**config.mk**
```make
export PLATFORM = sky130hd
export DESIGN_NAME = testdrive_axi4_write_master
export DESIGN_NICKNAME = d
export VERILOG_FILES = /design/src/rtl/testdrive_axi4_write_master.sv
export SDC_FILE = /design/constraint.sdc
export NUM_CORES = 1
export LEC_CHECK = 0
export CAP_MARGIN = 20
export CORE_AREA = 2 2 159 161
export CTS_CLUSTER_SIZE = 14
export DETAILED_ROUTE_END_ITERATION = 10
export DIE_AREA = 0 0 161 163
export SETUP_SLACK_MARGIN = 0.4
export SLEW_MARGIN = 40
export SYNTH_ARGS = -nofsm -noshare
export SYNTH_HDL_FRONTEND = slang
export SYNTH_SLANG_ARGS = --single-unit
```
**constraint.sdc**
```tcl
create_clock -name CLK -period 4.73 [get_ports CLK]
set_clock_uncertainty 0.1 [all_clocks]
set_input_delay 0.946 -clock CLK [delete_from_list [all_inputs] [get_ports CLK]]
set_output_delay 0.946 -clock CLK [all_outputs]
set_load 0.01 [all_outputs]
```
**src/rtl/testdrive_axi4_write_master.sv**
```systemverilog
// Single-outstanding AXI4 INCR write burst master: command in, one AW, N pass-through W beats, B -> DONE pulse.
// Bursts that would cross a 4KB boundary are rejected locally with DONE_RESP=2'b10 and no bus traffic.
module testdrive_axi4_write_master #(
  parameter int C_THREAD_ID_WIDTH = 1,
  parameter int C_ADDR_WIDTH      = 32,
  parameter int C_DATA_WIDTH      = 128
) (
  input  logic                           CLK,
  input  logic                           nRST,
  input  logic                           CMD_VALID,
  output logic                           CMD_READY,
  input  logic [C_ADDR_WIDTH-1:0]        CMD_ADDR,
  input  logic [7:0]                     CMD_LEN,
  input  logic [C_THREAD_ID_WIDTH-1:0]   CMD_ID,
  input  logic                           DIN_VALID,
  output logic                           DIN_READY,
  input  logic [C_DATA_WIDTH-1:0]        DIN_DATA,
  input  logic [C_DATA_WIDTH/8-1:0]      DIN_STRB,
  output logic                           DONE,
  output logic [1:0]                     DONE_RESP,
  output logic [C_THREAD_ID_WIDTH-1:0]   AWID,
  output logic [C_ADDR_WIDTH-1:0]        AWADDR,
  output logic [7:0]                     AWLEN,
  output logic [2:0]                     AWSIZE,
  output logic [1:0]                     AWBURST,
  output logic [0:0]                     AWLOCK,
  output logic [3:0]                     AWCACHE,
  output logic [2:0]                     AWPROT,
  output logic [3:0]                     AWREGION,
  output logic [3:0]                     AWQOS,
  output logic                           AWVALID,
  input  logic                           AWREADY,
  output logic [C_THREAD_ID_WIDTH-1:0]   WID,
  output logic [C_DATA_WIDTH-1:0]        WDATA,
  output logic [C_DATA_WIDTH/8-1:0]      WSTRB,
  output logic                           WLAST,
  output logic                           WVALID,
  input  logic                           WREADY,
  input  logic [C_THREAD_ID_WIDTH-1:0]   BID,
  input  logic [1:0]                     BRESP,
  input  logic                           BVALID,
  output logic                           BREADY
);
  localparam int C_BYTES = C_DATA_WIDTH / 8;
  localparam int C_SIZE  = $clog2(C_BYTES);
  localparam logic [C_ADDR_WIDTH-1:0] C_ALIGN_MASK = ~(C_ADDR_WIDTH'(C_BYTES - 1));

  typedef enum logic [1:0] {S_IDLE, S_ADDR, S_DATA, S_RESP} state_t;

  state_t                         r_state, w_state_nxt;
  logic                           r_cmd_rdy;
  logic                           r_done;
  logic [1:0]                     r_done_resp;
  logic [C_ADDR_WIDTH-1:0]        r_addr;
  logic [7:0]                     r_len;
  logic [C_THREAD_ID_WIDTH-1:0]   r_id;
  logic [7:0]                     r_cnt;

  logic                           w_cmd_hs, w_aw_hs, w_w_hs, w_b_hs;
  logic                           w_reject, w_done_nxt;
  logic [C_ADDR_WIDTH-1:0]        w_addr_al;
  logic [19:0]                    w_end;

  // Burst end offset within the 4KB page; wide enough for 256 beats of 1024-bit data.
  assign w_addr_al = CMD_ADDR & C_ALIGN_MASK;
  assign w_end     = 20'(w_addr_al[11:0]) + (20'(CMD_LEN) + 20'd1) * 20'(C_BYTES);
  assign w_reject  = (w_end > 20'd4096);

  assign w_cmd_hs   = CMD_VALID && r_cmd_rdy;
  assign w_aw_hs    = AWVALID && AWREADY;
  assign w_w_hs     = WVALID && WREADY;
  assign w_b_hs     = BVALID && BREADY;
  assign w_done_nxt = (w_cmd_hs && w_reject) || w_b_hs;

  assign CMD_READY = r_cmd_rdy;
  assign DONE      = r_done;
  assign DONE_RESP = r_done_resp;

  assign AWID     = r_id;
  assign AWADDR   = r_addr;
  assign AWLEN    = r_len;
  assign AWSIZE   = 3'(C_SIZE);
  assign AWBURST  = 2'b01;
  assign AWLOCK   = 1'b0;
  assign AWCACHE  = 4'b0011;
  assign AWPROT   = 3'b000;
  assign AWREGION = 4'b0000;
  assign AWQOS    = 4'b0000;
  assign AWVALID  = (r_state == S_ADDR);

  assign WID       = r_id;
  assign WDATA     = DIN_DATA;
  assign WSTRB     = DIN_STRB;
  assign WVALID    = (r_state == S_DATA) && DIN_VALID;
  assign DIN_READY = (r_state == S_DATA) && WREADY;
  assign WLAST     = (r_state == S_DATA) && (r_cnt == r_len);
  assign BREADY    = (r_state == S_RESP);

  always_comb begin
    w_state_nxt = r_state;
    case (r_state)
      S_IDLE: if (w_cmd_hs && !w_reject) w_state_nxt = S_ADDR;
      S_ADDR: if (AWREADY) w_state_nxt = S_DATA;
      S_DATA: if (w_w_hs && WLAST) w_state_nxt = S_RESP;
      S_RESP: if (BVALID) w_state_nxt = S_IDLE;
      default: w_state_nxt = S_IDLE;
    endcase
  end

  always_ff @(posedge CLK) begin
    if (!nRST) begin
      r_state     <= S_IDLE;
      r_cmd_rdy   <= 1'b0;
      r_done      <= 1'b0;
      r_done_resp <= 2'b00;
      r_addr      <= '0;
      r_len       <= 8'd0;
      r_id        <= '0;
      r_cnt       <= 8'd0;
    end else begin
      r_state     <= w_state_nxt;
      // Ready is withheld during the DONE cycle so a new command lands no earlier than the cycle after.
      r_cmd_rdy   <= (w_state_nxt == S_IDLE) && !w_done_nxt;
      r_done      <= w_done_nxt;
      r_done_resp <= w_b_hs ? BRESP : (w_done_nxt ? 2'b10 : 2'b00);
      if (w_cmd_hs && !w_reject) begin
        r_addr <= w_addr_al;
        r_len  <= CMD_LEN;
        r_id   <= CMD_ID;
      end
      if (w_aw_hs)     r_cnt <= 8'd0;
      else if (w_w_hs) r_cnt <= r_cnt + 8'd1;
    end
  end

  always_ff @(posedge CLK) begin
    if (nRST && w_b_hs)
      assert (BID == r_id) else $warning("BID %0h differs from burst ID %0h", BID, r_id);
  end
endmodule
```
# --- Word level (Yosys, flattened, before mapping) ---
# Cells that the tools add are included.
totals:
  ff_bits: 51
  out_inout_bits: 216
op_classes:
  eq_ne: 4
  n_bitwise: 1
  add_sub_neg: 3
  magnitude_cmp: 1
  muxes: 7
  n_reduce_logical: 17
op_table:
  columns: ["operator", "count"]
  rows:
  - ["$add 12x13->14", 1]
  - ["$gt 14x13->1 const B", 1]
  - ["$mux 2", 6]
  - ["$logic_and 1x1->1", 11]
  - ["$add 8x1->9 const B", 1]
  - ["$add 8x1->8 const B", 1]
  - ["$eq 8x8->1", 1]
  - ["$pmux 2 s4", 1]
  - ["$eq 2x2->1 const B", 2]
  - ["$logic_not 2->1", 2]
  - ["$eq 2x1->1 const B", 1]
  - ["$logic_not 1->1", 2]
  - ["$reduce_or 2->1", 1]
  - ["$logic_or 1x1->1", 1]
  - ["$not 1->1", 1]

# --- Logic depth before layout (Yosys ltp) ---
# Gate-level depths: netlist of run 1.
depth:
  word_depth: 9
  ltp_mapped: 13

# --- Worst setup path before layout of run 1 ---
# Ideal clock, no wire load.
synth_timing:
  kind: "in2reg"
  startpoint: "in CMD_LEN[0]"
  endpoint: "reg r_addr[10] (netlist: AWADDR[10])"
  setup_slack_ns: 0.982
  path_stages: 11
  arrival_ns: 3.577
  required_ns: 4.558
  setup_ns: 0.072
  path_buffers: 2
  cell_sequence: "ha_1 > fa_1 > a21o_1 > and4_4 > or3_1 > a2111oi_2 > a211oi_1 > nor3_2 > buf_4 > buf_6 > mux2i_1"
synth_via:
  elab_chain_len: 5
synth_rtl:
  columns: ["item", "line", "text"]
  rows:
  - ["from (decl)", "13", "input logic [7:0] CMD_LEN,"]
  - ["$add 8x1->9", "66", "assign w_end = 20'(w_addr_al[11:0]) + (20'(CMD_LEN) + 20'd1) * 20'(C_BYTES);"]
  - ["$add 12x13->14", "66", null]
  - ["$gt 14x13->1", "67", "assign w_reject = (w_end > 20'd4096);"]
  - ["$logic_not 1->1", "126", "if (w_cmd_hs && !w_reject) begin"]
  - ["$logic_and 1x1->1", "126", null]
  - ["to (signal assigned)", "127", "r_addr <= w_addr_al;"]
  - ["to (decl)", "54", "logic [C_ADDR_WIDTH-1:0] r_addr;"]
# Every way passes these cells.
# A chain may end at the register's enable or synchronous reset.

# --- Final worst setup path of run 1 ---
layout_timing:
  startpoint: "in CMD_LEN[2]"
  endpoint: "reg r_addr[22] (netlist: AWADDR[22])"
# Same word-level chain as after synthesis.

==> impl_metrics.tcl, run 1 <==
set metrics [dict create \
    status "complete, no violations" \
    hold_buffers 0 \
    setup_viol 0 \
    ys.warnings.count 0 \
    diodes 0 \
    die_h_um 163 \
    synth_ff_type "dfxtp_1" \
    fin_tns_setup_ns 0 \
    grt_use_total_pct 7.807 \
    min_path_type "flop to flop" \
    synth.distinct_cells 42 \
    synthXorXnorAreaFrac_pct 5.645 \
    numCtsBuffers 5 \
    period_needed_ns 4.188 \
    fp.dieW_um 161 \
    drt-pass1-iter-count 4 \
    portBuffers 92 \
    cp_max_fo 22 \
    gp_congestion 0.7358 \
    ir_worst_vdd_v 0.0001176 \
    synthArstFlopShare_pct 0 \
    maxSlewViolCount 0 \
    cts_max_path_buffers 2 \
    fin_nets 622 \
    coreArea_mm2 0.02467 \
    crit_path_start_kind "primary input" \
    synth-simple-area-share_pct 14.97 \
    period_share_pct 88.54 \
    syn-cell-area_mm2 0.003879 \
    netlist_instances 472 \
    grt_max_degree 65 \
    synthAdderAreaFrac_pct 4.065 \
    grt_pass1_wl_mm 15.06 \
    grt_pass1_vias 2465 \
    dp_hpwl_mm 8.319 \
    syn_to_final_growth_pct 7.774 \
    grt_overflow 0 \
    post-place-ws_ns 0.1729 \
    drive_gt1_share_pct 4.578 \
    required_ns 4.86 \
    leakagePower_nw 1.505 \
    setup.worst_path.class "primary input to flop" \
    num_vias 2559 \
    setup_slack_ns 0.5422 \
    p_per_area_mw_per_mm2 275.2 \
    drv_cap 0 \
    drtAntennaViolNets 0 \
    slew_headroom_pct 63.59 \
    synth_top_family_by_area "buffers and inverters" \
    grt_setup_unrepaired "true" \
    syn_avg_cell_area_um2 8.218 \
    clkSlewWorstSetupHoldPaths_ns 0.07 \
    wl_mm 10.56 \
    dr.first_iter.drc_count 82 \
    synth-compound-area-share_pct 4.194 \
    muxShareOfSynthArea_pct 9.548 \
    initial_core_util_pct 15.72 \
    tightest_slew_ns 0.5429 \
    fp.dieArea_mm2 0.02624 \
    synth_enable_flop_cells 0 \
    hold_ws_ns 0.3582 \
    vias_per_cell 3.435 \
    clock_latency_ns 0.30 \
    final_common_cell "clkdlybuf4s50_1" \
    wire_per_inst_um 14.18 \
    crit_arrival_ns 4.32 \
    end_kind "flop" \
    synth-seq-area-share_pct 26.32 \
    ys_ff_latch 51 \
    num_rows 58 \
    postCtsSetupBuffers 0 \
    io-pin-count 411 \
    layout_common_cells "clkdlybuf4s50_1, nand2_1, dfxtp_1, mux2i_1, conb_1" \
    final-hold-violation-count 0 \
    drc 0 \
    cts_tree "built" \
    cts_root_buf "clkbuf_16" \
    fmax_mhz 238.8 \
    ctsHtreeMaxLevel 2 \
    antenna_found_initial 0 \
    cts_sinks 51 \
]
==> flip-flops by register name, indices dropped and copies added, names as in the netlist <==
signal     count
DONE           1
AWLEN          8
CMD_READY      1
r_cnt          8
r_state        2
AWID           1
DONE_RESP      2
AWADDR        28
==> worst max-delay path, cell delays in order <==
cell	delay, ns
clkdlybuf4s50_1	0.56
and4_1	0.29
nand2_1	0.08
xnor2_1	0.14
ha_1	0.35
a21oi_1	0.17
nand2_1	0.09
or3_1	0.36
a2111oi_2	0.37
a211oi_1	0.20
nor3_4	0.29
buf_12	0.26
mux2i_1	0.21
==> cell type report <==
type                       count  area [µm²]
timing repair buffer          97       982.2
sequential                    51        1021
fill                        2783       20490
clock buffer                   5       125.1
clock inverter                 2       37.54
multi-input combinational    257        1590
tap                          330       412.9
inverter                       3       11.26
==> per-layer routing <==
layer  GRT usage (%)  wire length, µm
met4           7.670              990
met1           8.567             4160
met5               0                0
met3           3.871             1170
met2           10.73             4239
==> cell usage after synthesis (2+ instances only) <==
library cell / count / share of area, %
nand4_1: 4 / 0.65
o22ai_1: 2 / 0.32
xnor2_1: 13 / 2.9
and3_1: 4 / 0.65
mux2i_1: 37 / 9.5
and2_1: 3 / 0.48
buf_6: 2 / 0.58
nand3_1: 9 / 1.2
inv_1: 2 / 0.19
a21oi_1: 8 / 1.0
nor2_1: 15 / 1.5
clkbuf_1: 10 / 0.97
o21ai_0: 2 / 0.26
xor2_1: 12 / 2.7
a21o_1: 2 / 0.39
dfxtp_1: 51 / 26
conb_1: 2 / 0.19
nand2_1: 89 / 8.6
a211oi_1: 2 / 0.39
ha_1: 11 / 3.5
buf_4: 171 / 33
==> logic make-up after synthesis <==
kind of cell | after synthesis
XOR/XNOR | 25
multiplexers | 37
other | 2
AO/OA/AOI/OAI | 24
flip-flops | 51
buffers and inverters | 187
AND/OR/NAND/NOR | 134
adder cells (fa/ha/maj) | 12
==> metrics by stage <==
stage | instances | area (µm²) | power [mW] | utilization, %
6_report | 745 | 4180 | 1.150 | 16.94
5_1_grt | 745 | 4180 | 1.225 | 16.94
4_1_cts | 745 | 4177 | 1.187 | 16.93
3_5_place_dp | 738 | 4014 | 0.7334 | 16.27
3_3_place_gp | 738 | 4014 | 0.7305 | 16.27
2_1_floorplan | 495 | 3965 | 0.7505 | -
==> worst paths after layout <==
check                                from                       to  slack, ns  depth (start not counted)
setup / recovery               CMD_LEN[2]  AWADDR[22]$_SDFFE_PN0P_       0.54                         13
hold / removal    AWADDR[18]$_SDFFE_PN0P_  AWADDR[18]$_SDFFE_PN0P_       0.36                          2
setup reg to reg    r_cnt[2]$_SDFFE_PP0P_    r_state[0]$_SDFF_PN0_       2.87                          7
hold reg to reg   AWADDR[18]$_SDFFE_PN0P_  AWADDR[18]$_SDFFE_PN0P_       0.36                          2
==> timing repair <==
item | CTS | global route
hold endpoints to repair | 0 | 0
endpoints found under the setup margin | 0 | 10
gates resized for setup | 0 | 1
==> power by group <==
| group | switching [mW] | internal (mW) |
|---|---|---|
| registers | 0.0155 | 0.450 |
| clock network | 0.183 | 0.248 |
| logic | 0.123 | 0.131 |
No activity file was read; power rests on OpenSTA's default activity.
==> inputs of run 2 (changes only) <==
- CELL_PAD_IN_SITES_DETAIL_PLACEMENT: unset -> 0
- CELL_PAD_IN_SITES_GLOBAL_PLACEMENT: unset -> 1
- PLACE_DENSITY_LB_ADDON: unset -> 0.1
- REMOVE_ABC_BUFFERS: unset -> 1
==> impl_metrics.tcl, run 2 (same netlist as run 1, synthesis figures left out) <==
set metrics [dict create \
    fin_tns_setup_ns 0 \
    drive_gt1_share_pct 6.459 \
    cts_tree "built" \
    utilization_pct 17.25 \
    ctsHtreeMaxLevel 2 \
    final-seq-area_mm2 0.001021 \
    setup_viol 0 \
    fp.dieW_um 161 \
    path_cells "clkdlybuf4s50_1, and4_4, nand2_1, xnor2_1, ha_1, a21oi_1, nand2_1, or3_1, a2111oi_4, a211oi_2, nor3_4, buf_12, clkbuf_16, mux2i_1" \
    grt_pass1_vias 2716 \
    status "complete, no violations" \
    cpPeakStageDelay_ns 0.49 \
    leakagePower_nw 1.554 \
    min_from "AWADDR[18]$_SDFFE_PN0P_" \
    tightest_slew_ns 0.7407 \
    period_share_pct 87.20 \
    power_frac_seq_pct 39.0 \
    p_per_area_mw_per_mm2 281.5 \
    fmax_mhz 242.5 \
    timing.critical_path.buf_inv 3 \
    diodes 0 \
    layout_common_cells "nand2_1, clkdlybuf4s50_1, dfxtp_1, mux2i_1, conb_1" \
    clock_power_share_pct 38.3 \
    multi_input_area_mm2 0.001625 \
    gp_congestion 0.9962 \
    setup.worst_path.class "primary input to flop" \
    end_kind "flop" \
    cts_max_path_buffers 2 \
    grt_setup_unrepaired "false" \
    grt_overflow 0 \
    fp.dieArea_mm2 0.02624 \
    final-hold-violation-count 0 \
    min_path_type "flop to flop" \
    portBuffers 92 \
    coreArea_mm2 0.02467 \
    slew_headroom_pct 50.62 \
    period_needed_ns 4.124 \
    cp-startpoint "CMD_LEN[3]" \
    num_vias 2883 \
    cpMaxStageDelayCell "clkdlybuf4s50_1" \
    p_sw_share_pct 30.07 \
    clock_latency_ns 0.31 \
    cts_sinks 51 \
    dp_hpwl_mm 33.91 \
    numCtsBuffers 5 \
    power.switching_uw 360.2 \
    crit_arrival_ns 4.27 \
    grt_max_degree 46 \
    cts_root_buf "clkbuf_16" \
    die_h_um 163 \
    antenna_found_initial 0 \
    crit_path_start_kind "primary input" \
    cp_max_fo 17 \
    wl_mm 36.80 \
    drt-pass1-iter-count 6 \
    required_ns 4.87 \
    num_rows 58 \
    crit_family "simple AND/OR/NAND/NOR gates" \
    combPwrFrac_pct 22.7 \
    drv_cap 0 \
    nFillCells 2820 \
    drtAntennaViolNets 0 \
    syn_to_final_growth_pct 9.710 \
    timing.critical_path.mode_cell "nand2_1" \
    ir_worst_vdd_v 0.0001304 \
    drc 0 \
    power.internal_uw 837.8 \
    largest_register_ffs 28 \
    io-pin-count 411 \
    hold_ws_ns 0.3609 \
    wire_per_inst_um 49.19 \
    r2r_start "r_state[1]$_SDFF_PN0_" \
    ff2ff_setup_slack_ns 2.73 \
    fin_nets 624 \
    grt_use_total_pct 26.91 \
    clkSlewWorstSetupHoldPaths_ns 0.08 \
    vias_per_cell 3.854 \
    maxSlewViolCount 0 \
    dr.first_iter.drc_count 99 \
    grt_pass1_wl_mm 42.02 \
    initial_core_util_pct 15.72 \
]
## run 2: cell count changes in the layout (fill, tap and decap cells not counted), sizes merged
| cell | change |
|---|---|
| clkdlybuf4s50 | -2 |
| clkinv | +2 |
| dlymetal6s2s | +2 |
| buf | +1 |
| clkbuf | +1 |
| clkinvlp | -1 |
## run 2: timing repair
action,in CTS,in global routing
hold buffers,0,0
buffers inserted,0,1
setup endpoints to repair,0,37
gates resized for setup,0,9
## run 2: final timing paths
check	end	depth (start not counted)
max	AWADDR[31]$_SDFFE_PN0P_	14
min	AWADDR[18]$_SDFFE_PN0P_	2
max reg2reg	r_cnt[7]$_SDFFE_PP0P_	7
min reg2reg	AWADDR[18]$_SDFFE_PN0P_	2
## run 2: power groups by stage
stage               registers (mW)  logic (mW)  clock network [mW]
floorplan                    0.482       0.118                   0
global placement             0.477       0.257                   0
detailed placement           0.477       0.258                   0
CTS                          0.468       0.259               0.478
global route                 0.471       0.294               0.485
finish                       0.468       0.272               0.459
## run 2: cell type report
cell class	count	share of cell area [%]
clock buffer	5	2.940
clock inverter	3	1.029
inverter	3	0.2646
multi-input combinational	257	38.19
sequential	51	23.99
tap	330	9.703
timing repair buffer	99	23.88
## run 2: through the flow
| stage | cells | power [mW] | setup slack (ns) | cell area, µm² |
|---|---|---|---|---|
| after floorplan | 311 | 0.6000 | -0.7517 | 2616 |
| after detailed placement | 738 | 0.7353 | 0.09481 | 4001 |
| after global routing | 748 | 1.250 | 0.4433 | 4255 |
| final | 748 | 1.198 | 0.6056 | 4255 |
| after CTS | 746 | 1.205 | 0.4129 | 4170 |
| after global placement | 738 | 0.7339 | 0.1170 | 4001 |
## run 2: tightest hold or removal path, delay by kind of cell, from the launching register on
kind / cells / cell delay (ns)
DFF: 1 / 0.31
muxes: 1 / 0.05
and+or+nand+nor: 1 / 0.05
## run 2: routing by layer
metal | GRT usage, % | wire, µm | up-vias
met5 | 7.008 | 246 | -
met4 | 9.903 | 1487 | 8
met3 | 37.61 | 10580 | 40
met2 | 51.48 | 19630 | 390
met1 | 9.042 | 4850 | 1229
li1 | - | - | 1216
